File: src/rtl/mips32_pkg.sv
// mips32_pkg: shared widths, arbiter states and requester IDs for the MIPS32 memory arbiter
package mips32_pkg;
  localparam int DEF_AW = 10;
  localparam int DEF_DW = 32;
  typedef enum logic [1:0] {RUN, DRAIN, STOPPED} arb_state_t;
  localparam logic REQ_IF = 1'b0;
  localparam logic REQ_D = 1'b1;
endpackage

File: src/rtl/mips32_mem_arbiter_if.sv
// mips32_mem_arbiter_if: fetch, data and memory-array signals shared by the arbiter
interface mips32_mem_arbiter_if #(parameter int AW = mips32_pkg::DEF_AW, parameter int DW = mips32_pkg::DEF_DW);
  logic          if_req;
  logic [AW-1:0] if_addr;
  logic          if_gnt;
  logic          if_rvalid;
  logic [DW-1:0] if_rdata;
  logic          d_req;
  logic          d_we;
  logic [AW-1:0] d_addr;
  logic [DW-1:0] d_wdata;
  logic          d_gnt;
  logic          d_rvalid;
  logic [DW-1:0] d_rdata;
  logic          mem_en;
  logic          mem_we;
  logic [AW-1:0] mem_addr;
  logic [DW-1:0] mem_wdata;
  logic [DW-1:0] mem_rdata;
  modport slave (
    input  if_req, if_addr, d_req, d_we, d_addr, d_wdata, mem_rdata,
    output if_gnt, if_rvalid, if_rdata, d_gnt, d_rvalid, d_rdata, mem_en, mem_we, mem_addr, mem_wdata
  );
  modport master (
    output if_req, if_addr, d_req, d_we, d_addr, d_wdata, mem_rdata,
    input  if_gnt, if_rvalid, if_rdata, d_gnt, d_rvalid, d_rdata, mem_en, mem_we, mem_addr, mem_wdata
  );
endinterface

File: src/rtl/mips32_mem_arbiter.sv
// mips32_mem_arbiter: shares one single-port memory between fetch and load/store with bounded fetch starvation
module mips32_mem_arbiter
  import mips32_pkg::*;
#(
  parameter int AW = DEF_AW,
  parameter int DW = DEF_DW,
  parameter int MAX_WAIT = 4
) (
  input  logic clk,
  input  logic rst_n,
  input  logic halted,
  output logic busy,
  mips32_mem_arbiter_if.slave bus
);
  arb_state_t state, state_nxt;
  logic [3:0] starv_cnt;
  logic rsp_valid, rsp_id, rsp_we;
  logic fetch_win, data_win, fetch_pend;
  // rst_n gates grants so every command output drops the moment reset asserts
  always_comb begin
    fetch_win = rst_n && bus.if_req && state == RUN && !halted && (!bus.d_req || starv_cnt == 4'(MAX_WAIT));
    data_win = rst_n && bus.d_req && !fetch_win;
    fetch_pend = rsp_valid && rsp_id == REQ_IF;
    state_nxt = (state == RUN && halted) ? (fetch_pend ? DRAIN : STOPPED) :
                (state == DRAIN && !fetch_pend) ? STOPPED : state;
  end
  assign bus.if_gnt = fetch_win;
  assign bus.d_gnt = data_win;
  assign bus.mem_en = fetch_win || data_win;
  assign bus.mem_we = data_win && bus.d_we;
  assign bus.mem_addr = fetch_win ? bus.if_addr : data_win ? bus.d_addr : {AW{1'b0}};
  assign bus.mem_wdata = (data_win && bus.d_we) ? bus.d_wdata : {DW{1'b0}};
  assign bus.if_rvalid = rsp_valid && rsp_id == REQ_IF;
  assign bus.d_rvalid = rsp_valid && rsp_id == REQ_D;
  assign bus.if_rdata = bus.if_rvalid ? bus.mem_rdata : {DW{1'b0}};
  assign bus.d_rdata = (bus.d_rvalid && !rsp_we) ? bus.mem_rdata : {DW{1'b0}};
  assign busy = rsp_valid;
  always_ff @(posedge clk or negedge rst_n) begin
    if (!rst_n) begin
      state <= RUN;
      starv_cnt <= 4'd0;
      rsp_valid <= 1'b0;
      rsp_id <= REQ_IF;
      rsp_we <= 1'b0;
    end else begin
      state <= state_nxt;
      starv_cnt <= (!bus.if_req || fetch_win) ? 4'd0 : (starv_cnt == 4'(MAX_WAIT)) ? starv_cnt : starv_cnt + 4'd1;
      rsp_valid <= fetch_win || data_win;
      rsp_id <= fetch_win ? REQ_IF : REQ_D;
      rsp_we <= data_win && bus.d_we;
    end
  end
endmodule

File: src/flat_wrapper.sv
// flat-port wrapper written by rule: the top's interface ports become plain ports
module mips32_mem_arbiter_flat import mips32_pkg::*;
#(
  parameter int AW = DEF_AW,
  parameter int DW = DEF_DW,
  parameter int MAX_WAIT = 4
)
  (clk, rst_n, halted, busy, bus_if_req, bus_if_addr, bus_d_req, bus_d_we, bus_d_addr, bus_d_wdata, bus_mem_rdata, bus_if_gnt, bus_if_rvalid, bus_if_rdata, bus_d_gnt, bus_d_rvalid, bus_d_rdata, bus_mem_en, bus_mem_we, bus_mem_addr, bus_mem_wdata);
  mips32_mem_arbiter_if #(.AW(AW), .DW(DW)) bus_i ();
  input  logic clk;
  input  logic rst_n;
  input  logic halted;
  output logic busy;
  input wire logic [$bits(bus_i.if_req)-1:0] bus_if_req;
  input wire logic [$bits(bus_i.if_addr)-1:0] bus_if_addr;
  input wire logic [$bits(bus_i.d_req)-1:0] bus_d_req;
  input wire logic [$bits(bus_i.d_we)-1:0] bus_d_we;
  input wire logic [$bits(bus_i.d_addr)-1:0] bus_d_addr;
  input wire logic [$bits(bus_i.d_wdata)-1:0] bus_d_wdata;
  input wire logic [$bits(bus_i.mem_rdata)-1:0] bus_mem_rdata;
  output wire logic [$bits(bus_i.if_gnt)-1:0] bus_if_gnt;
  output wire logic [$bits(bus_i.if_rvalid)-1:0] bus_if_rvalid;
  output wire logic [$bits(bus_i.if_rdata)-1:0] bus_if_rdata;
  output wire logic [$bits(bus_i.d_gnt)-1:0] bus_d_gnt;
  output wire logic [$bits(bus_i.d_rvalid)-1:0] bus_d_rvalid;
  output wire logic [$bits(bus_i.d_rdata)-1:0] bus_d_rdata;
  output wire logic [$bits(bus_i.mem_en)-1:0] bus_mem_en;
  output wire logic [$bits(bus_i.mem_we)-1:0] bus_mem_we;
  output wire logic [$bits(bus_i.mem_addr)-1:0] bus_mem_addr;
  output wire logic [$bits(bus_i.mem_wdata)-1:0] bus_mem_wdata;
  assign bus_i.if_req = bus_if_req;
  assign bus_i.if_addr = bus_if_addr;
  assign bus_i.d_req = bus_d_req;
  assign bus_i.d_we = bus_d_we;
  assign bus_i.d_addr = bus_d_addr;
  assign bus_i.d_wdata = bus_d_wdata;
  assign bus_i.mem_rdata = bus_mem_rdata;
  assign bus_if_gnt = bus_i.if_gnt;
  assign bus_if_rvalid = bus_i.if_rvalid;
  assign bus_if_rdata = bus_i.if_rdata;
  assign bus_d_gnt = bus_i.d_gnt;
  assign bus_d_rvalid = bus_i.d_rvalid;
  assign bus_d_rdata = bus_i.d_rdata;
  assign bus_mem_en = bus_i.mem_en;
  assign bus_mem_we = bus_i.mem_we;
  assign bus_mem_addr = bus_i.mem_addr;
  assign bus_mem_wdata = bus_i.mem_wdata;
  mips32_mem_arbiter #(.AW(AW), .DW(DW), .MAX_WAIT(MAX_WAIT)) u_core (.clk(clk), .rst_n(rst_n), .halted(halted), .busy(busy), .bus(bus_i));
endmodule
File: config.mk
export PLATFORM = sky130hd
export DESIGN_NAME = mips32_mem_arbiter_flat
export DESIGN_NICKNAME = d
export VERILOG_FILES = /design/src/rtl/mips32_pkg.sv /design/src/rtl/mips32_mem_arbiter_if.sv /design/src/rtl/mips32_mem_arbiter.sv /design/src/flat_wrapper.sv
export SDC_FILE = /design/constraint.sdc
export NUM_CORES = 1
export LEC_CHECK = 0
export BUFFER_PORTS_ARGS = -buffer_cell sky130_fd_sc_hd__buf_2
export CORE_MARGIN = 5
export CORE_UTILIZATION = 27
export DETAILED_ROUTE_END_ITERATION = 8
export GPL_TIMING_DRIVEN = 0
export PLACE_DENSITY = 0.82
export SLEW_MARGIN = 15
export SYNTH_ARGS = -nofsm -noshare
export SYNTH_HDL_FRONTEND = slang
export SYNTH_SLANG_ARGS = --single-unit
File: constraint.sdc
create_clock -name clk -period 2 [get_ports clk]
set_input_delay 0.4 -clock clk [delete_from_list [all_inputs] [get_ports clk]]
set_output_delay 0.4 -clock clk [all_outputs]
set_load 0.005 [all_outputs]
==> metrics.txt, run 1 <==
status finished, violations left; failing checks setup timing; Root Driver clkbuf_8; maximum root-to-sink buffer count 2; # fillers 421; WP data arrival 2030 ps; Post-synth EDFFs 0; worst hold path class input port to async pin; final WL 7050 µm; number of detailed-route iterations in the first pass 4; Worst Tran Pin Value 339 ps; crit-path max FO 8; vias in the first global route 2,182; vias 2,120; Final Instance Area 0.00300 mm²; startpoint types flip-flop; Avg Cell Area, Syn 7.83 µm²; GR Util All Layers 0.193; post-route minimum period 2430 ps; count leader, synth and2_1; TritonCTS Buffers 3; flops & latches, synth 9; Inserted Diodes 0; count of cell types in the netlist 26; Routability Congestion 0.825; CTS tree built; dpl cell area 0.00248 mm²; Mapped Area 0.00138 mm²; Post-synth top cells 66 x and2_1, 42 x and3_1, 11 x clkbuf_1; share of the synthesized area in the top cell type 0.300; Via density 4.44; clock latency at the later pin of the worst-skew pair 230 ps; CP Capture Type output pin; Final HPWL DP 5370 µm; Initial Utilization 0.273; Hold-fix buffers, CTS 0; DRC violation count after routing 0; Nets 501; Syn Inst Count 176; Pwr Total 1.12 mW; Final Hold Fails 0; Max IR drop VDD 0.212 mV; I/O Buffers 202; RSZ-0062 raised after global routing yes; Overflow after GRT 0; Pleak 1.90 nW; Area Overhead vs Synth 118%; Max Clock Freq 412 MHz; # IOs 203; dominant cell type by area after synthesis and2_1; Die Span Y 81.4 µm; antenna-violating nets left 0; Avg WL per Cell 14.8 µm; critical path class flip-flop to output pin; Max-Cap Viols 0; Synthesized Nets 268; total clock sinks 9; initial antenna violation count 0; Core Rows 26; Core ar. 0.00504 mm²; share of cells above drive strength 1 0.674; placed cells 448; Async S/R FF share, synth 1.00; Clk pin slew, worst setup/hold paths 40 ps; largest net degree at the start of global routing 14; pins over their slew limit 0; DIE WIDTH 81.4 µm; PnR worst setup slack -425 ps; Max-Slew Margin vs Limit 0.772; Final Setup Violations 46; Worst Skew 3.44 ps; fin cells 478; DRT iter0 DRCs 74; Core Util, Final 0.595; Most used DFF post-synth dfrtp_1; register area share after synthesis 0.163; Worst EP required 1600 ps; first-pass GRT wire length 10,300 µm; P per Cell Area 375 mW/mm²; top cells by area, synth and2_1 30%, and3_1 19%, dfrtp_1 16%, mux2_4 6.5%, mux2_2 3.3%; Yosys warning count 0; fin crit share 1.21; Die ar. 0.00663 mm²; H-tree depth 1
## kinds of logic (layout without fill, tap and decap cells)
family                   after synthesis  after routing  synth area share
multiplexers                          11             11             0.105
adder cells (fa/ha/maj)                2              2            0.0182
XOR/XNOR                               1              1           0.00636
flip-flops                             9              9             0.163
AO/OA/AOI/OAI                          8              8            0.0554
AND/OR/NAND/NOR                      126            126             0.575
buffers and inverters                 19            251            0.0763
## worst max-delay path, cell delays in order, from the launching register on
cell      delay (ps)
dfrtp_1          400
inv_2             90
ha_4             140
nand3b_1         200
a211oi_4         360
buf_8            180
mux2_4           310
buf_6            110
## per-layer routing
layer,up-vias,part of all wire,global-route usage
met5,-,0,0
met4,0,0.012,0.0524
met3,8,0.061,0.0373
met2,93,0.55,0.351
met1,963,0.38,0.229
li1,1056,-,-
## per-stage QoR
step | hold WS (ps) | TNS, ps | setup slack [ps]
global route | 71.2 | -18370 | -502
CTS | 60.6 | -16240 | -424
floorplan | 104 | -276 | -46.0
global placement | 303 | -6390 | -286
detailed placement | 303 | -7110 | -325
finish | 57.7 | -14990 | -425
## final timing paths
path | from | endpoint | slack (ps) | cells after the start
setup reg to reg | u_core.starv_cnt[0] | u_core.starv_cnt[0] | -400 | 17
setup / recovery | u_core.starv_cnt[0] | bus_mem_addr[4] | -430 | 7
hold reg to reg | u_core.state[0] | u_core.state[0] | 540 | 2
min in group clk | halted | u_core.state[0] | 470 | 3
max in group asynchronous | rst_n | u_core.rsp_we | 1700 | 1
hold / removal | rst_n | u_core.starv_cnt[2] | 60 | 1
## what timing repair did
action,4_1_cts,5_1_grt
setup endpoints to repair,102,88
gates resized for setup,32,33
setup buffers,22,4
pin swaps,6,4
cloned,2,0
## area by class of cell
cell class              count  area, µm²  area share
plain buffers              15       97.6      0.0325
multi-input cells         148       1160       0.388
well taps                  70       87.6      0.0292
flip-flops and latches      9        225      0.0751
inverters                   4       15.0     0.00501
repair buffers            228       1370       0.455
clock buffers               4       45.0      0.0150
## registers in the layout, summed over array words and instances, names as in the netlist
| register | count |
|---|---|
| u_core.rsp_id | 1 |
| u_core.busy | 1 |
| u_core.starv_cnt | 4 |
| u_core.rsp_we | 1 |
| u_core.state | 2 |
## report_power, final
part,switching (mW),total (mW),leakage (nW),internal (mW)
Clock,0.0662,0.205,0.0228,0.138
Sequential,0.0330,0.245,0.111,0.212
Combinational,0.266,0.675,1.76,0.409
## cells in the final DEF (no fill, tap or decap), types with 2 or more instances in the layout
cell type | synthesis | layout
nor2_1 | 6 | 6
clkbuf_8 | 0 | 3
buf_6 | 3 | 30
clkbuf_1 | 11 | 6
nand3_1 | 5 | 4
inv_1 | 4 | 2
and3_4 | 0 | 13
buf_4 | 0 | 22
o21ai_0 | 2 | 2
dfrtp_1 | 9 | 9
buf_2 | 0 | 180
inv_2 | 0 | 2
mux2_4 | 6 | 10
and3_1 | 42 | 29
and2_1 | 66 | 65
clkbuf_2 | 0 | 5
No activity file was read; power rests on OpenSTA's default activity.
==> inputs of run 2 (changes only) <==
Settings changed: CELL_PAD_IN_SITES_DETAIL_PLACEMENT set to 1, CELL_PAD_IN_SITES_GLOBAL_PLACEMENT set to 1, CORE_UTILIZATION 27 to 16.
==> run 2 against run 1 <==
Compared with the run above: the flow still finishes with violations (setup timing); sequential power fell by 3%; first-iteration DRC count fell by 42%; critical path type unchanged; largest cell class unchanged; fmax rose by 3.4%; hold slack improved by 15 ps; setup slack improved by 81 ps; sequential cell count did not move; register-to-register slack improved by 650 ps; power fell by 8.8%; sequential share of layout area fell by 0.41 points.
==> metrics.txt, run 2 (same netlist as run 1, synthesis figures left out) <==
share of cells above drive strength 1 0.702 (+0.0277); Max IR drop VDD 0.161 mV (-24%); Routability Congestion 0.797 (-3.3%); CTS tree built; clock latency at the later pin of the worst-skew pair 230 ps (about the same); failing checks setup timing; status finished, violations left; post-route minimum period 2340 ps (-80.7 ps); placed cells 483 (+7.8%); Max-Cap Viols 0 (unchanged); fin cells 504 (+5.4%); CP Capture Type output pin; initial antenna violation count 0 (unchanged); Setup TNS -12,520 ps (+2470 ps); total clock sinks 9 (unchanged); Initial Utilization 0.166 (-0.107); Hold-fix buffers, CTS 0 (unchanged); hold_ws 73.0 ps (+15.4 ps); Final Hold Fails 0 (unchanged); Psw 0.337 mW (-7.8%); startpoint types flip-flop; Worst EP required 1600 ps (about the same); RSZ-0062 raised after global routing yes; Inserted Diodes 0 (unchanged); I/O Buffers 202 (unchanged); Nets 492 (-1.8%); Combinational Power Share 0.563 (-0.037); final WL 8300 µm (+18%); number of detailed-route iterations in the first pass 4 (unchanged); Overflow after GRT 0 (unchanged); Worst Skew 0.217 ps (-3.22 ps); fin crit share 1.17 (-0.0404); Root Driver clkbuf_8; Max Clock Freq 426 MHz (+3.4%); Setup WS pre-CTS -398 ps (-72.8 ps); Core ar. 0.00830 mm² (+65%); vias in the first global route 2,312 (+6.0%); DRC violation count after routing 0 (unchanged); antenna-violating nets left 0 (unchanged); # IOs 203 (unchanged); vias 2,150 (+1.4%); pins over their slew limit 0 (unchanged); Reg with most FFs u_core.starv_cnt; Avg WL per Cell 16.5 µm (+12%); Final Setup Violations 45 (-2.2%); Worst Tran Pin Value 443 ps (+104 ps); Top Registers u_core.starv_cnt: 4 flops, u_core.state: 2 flops; DRT iter0 DRCs 43 (-42%); max FFs per register 4 (unchanged); most frequent cells in the layout 162 x buf_2, 65 x and2_1, 51 x buf_6; crit-path max FO 7 (-1); P per Cell Area 323 mW/mm² (-14%); largest net degree at the start of global routing 15 (+1); WP data arrival 1940 ps (-90 ps); Clk pin slew, worst setup/hold paths 50 ps (about the same); worst hold path class input port to async pin; PnR worst setup slack -345 ps (+80.7 ps); Die Span Y 103 µm (+26%); H-tree depth 1 (unchanged); Die ar. 0.0106 mm² (+59%); DIE WIDTH 103 µm (+26%); Pleak 1.84 nW (-3.0%); internal power 0.688 mW (-9.4%); Final HPWL DP 6280 µm (+17%); Switching Fraction 0.329 (+0.00382); Core Rows 33 (+27%); part of the power in the clock network 0.205 (+0.023); Max-Slew Margin vs Limit 0.704 (-0.0678); Pwr Total 1.02 mW (-8.8%); maximum root-to-sink buffer count 2 (unchanged); first-pass GRT wire length 12,000 µm (+17%); TritonCTS Buffers 3 (unchanged); GR Util All Layers 0.144 (-0.0488); critical path class flip-flop to output pin; proportion of power drawn by flip-flops and latches 0.232 (+0.014); Via density 4.27 (-3.8%); Area Overhead vs Synth 130%; commonest non-fill, non-tap cell in the layout buf_2
-- run 2: cell types whose count changed in the layout (fill, tap and decap cells not counted), moves of 13 or more --
cell / change
buf_6: +21
buf_2: -18
and3_1: -16
and3_4: +16
buf_4: -13
-- run 2: final cells by class --
| type | instances | area [µm²] |
|---|---|---|
| fillers | 1047 | 5120 |
| clock buffers | 4 | 45.0 |
| multi-input cells | 149 | 1240 |
| repair buffers | 218 | 1410 |
| plain buffers | 15 | 100 |
| well taps | 105 | 131 |
| flip-flops and latches | 9 | 225 |
| inverters | 4 | 15.0 |
-- run 2: critical path: stages, from the launching register on --
cell,delay [ps]
dfrtp_1,390
inv_2,80
ha_4,130
nand3b_1,90
buf_6,150
a211oi_4,260
buf_8,180
mux2_4,310
buf_6,120
-- run 2: worst paths after layout --
| check | slack, ps | depth (start not counted) | to | from |
|---|---|---|---|---|
| setup / recovery | -340 | 8 | bus_mem_addr[5] | u_core.starv_cnt[1] |
| hold / removal | 70 | 1 | u_core.starv_cnt[2] | rst_n |
| setup reg to reg | 250 | 8 | u_core.rsp_we | u_core.starv_cnt[1] |
| hold reg to reg | 550 | 2 | u_core.state[0] | u_core.state[0] |
| max in group asynchronous | 1670 | 1 | u_core.starv_cnt[0] | rst_n |
| min in group clk | 460 | 3 | u_core.state[0] | halted |
-- run 2: what timing repair did --
action                                  in CTS  in global routing
setup buffers                               10                  3
gates cloned                                 4                  0
endpoints found under the setup margin     103                 81
pin swaps                                   31                  2
gates resized for setup                     81                 19
-- run 2: stage by stage --
step | instance area [µm²] | utilization
after floorplan | 1380 | -
after global placement | 2520 | 0.304
after detailed placement | 2520 | 0.304
after CTS | 3080 | 0.371
after global routing | 3170 | 0.382
final | 3170 | 0.382
-- run 2: layer usage --
metal,vias to the layer above,part of all wire,track usage
li1,1044,-,-
met3,4,0.052,0.0183
met4,0,0.0066,0.0329
met2,76,0.59,0.290
met5,-,0,0
met1,1026,0.35,0.158
-- run 2: power by group through the flow --
stage	clock [mW]	combinational [mW]	sequential (mW)
finish	0.210	0.577	0.238
global route	0.230	0.633	0.244
CTS	0.222	0.548	0.237
detailed placement	0	0.368	0.246
global placement	0	0.350	0.242
floorplan	0	0.178	0.237
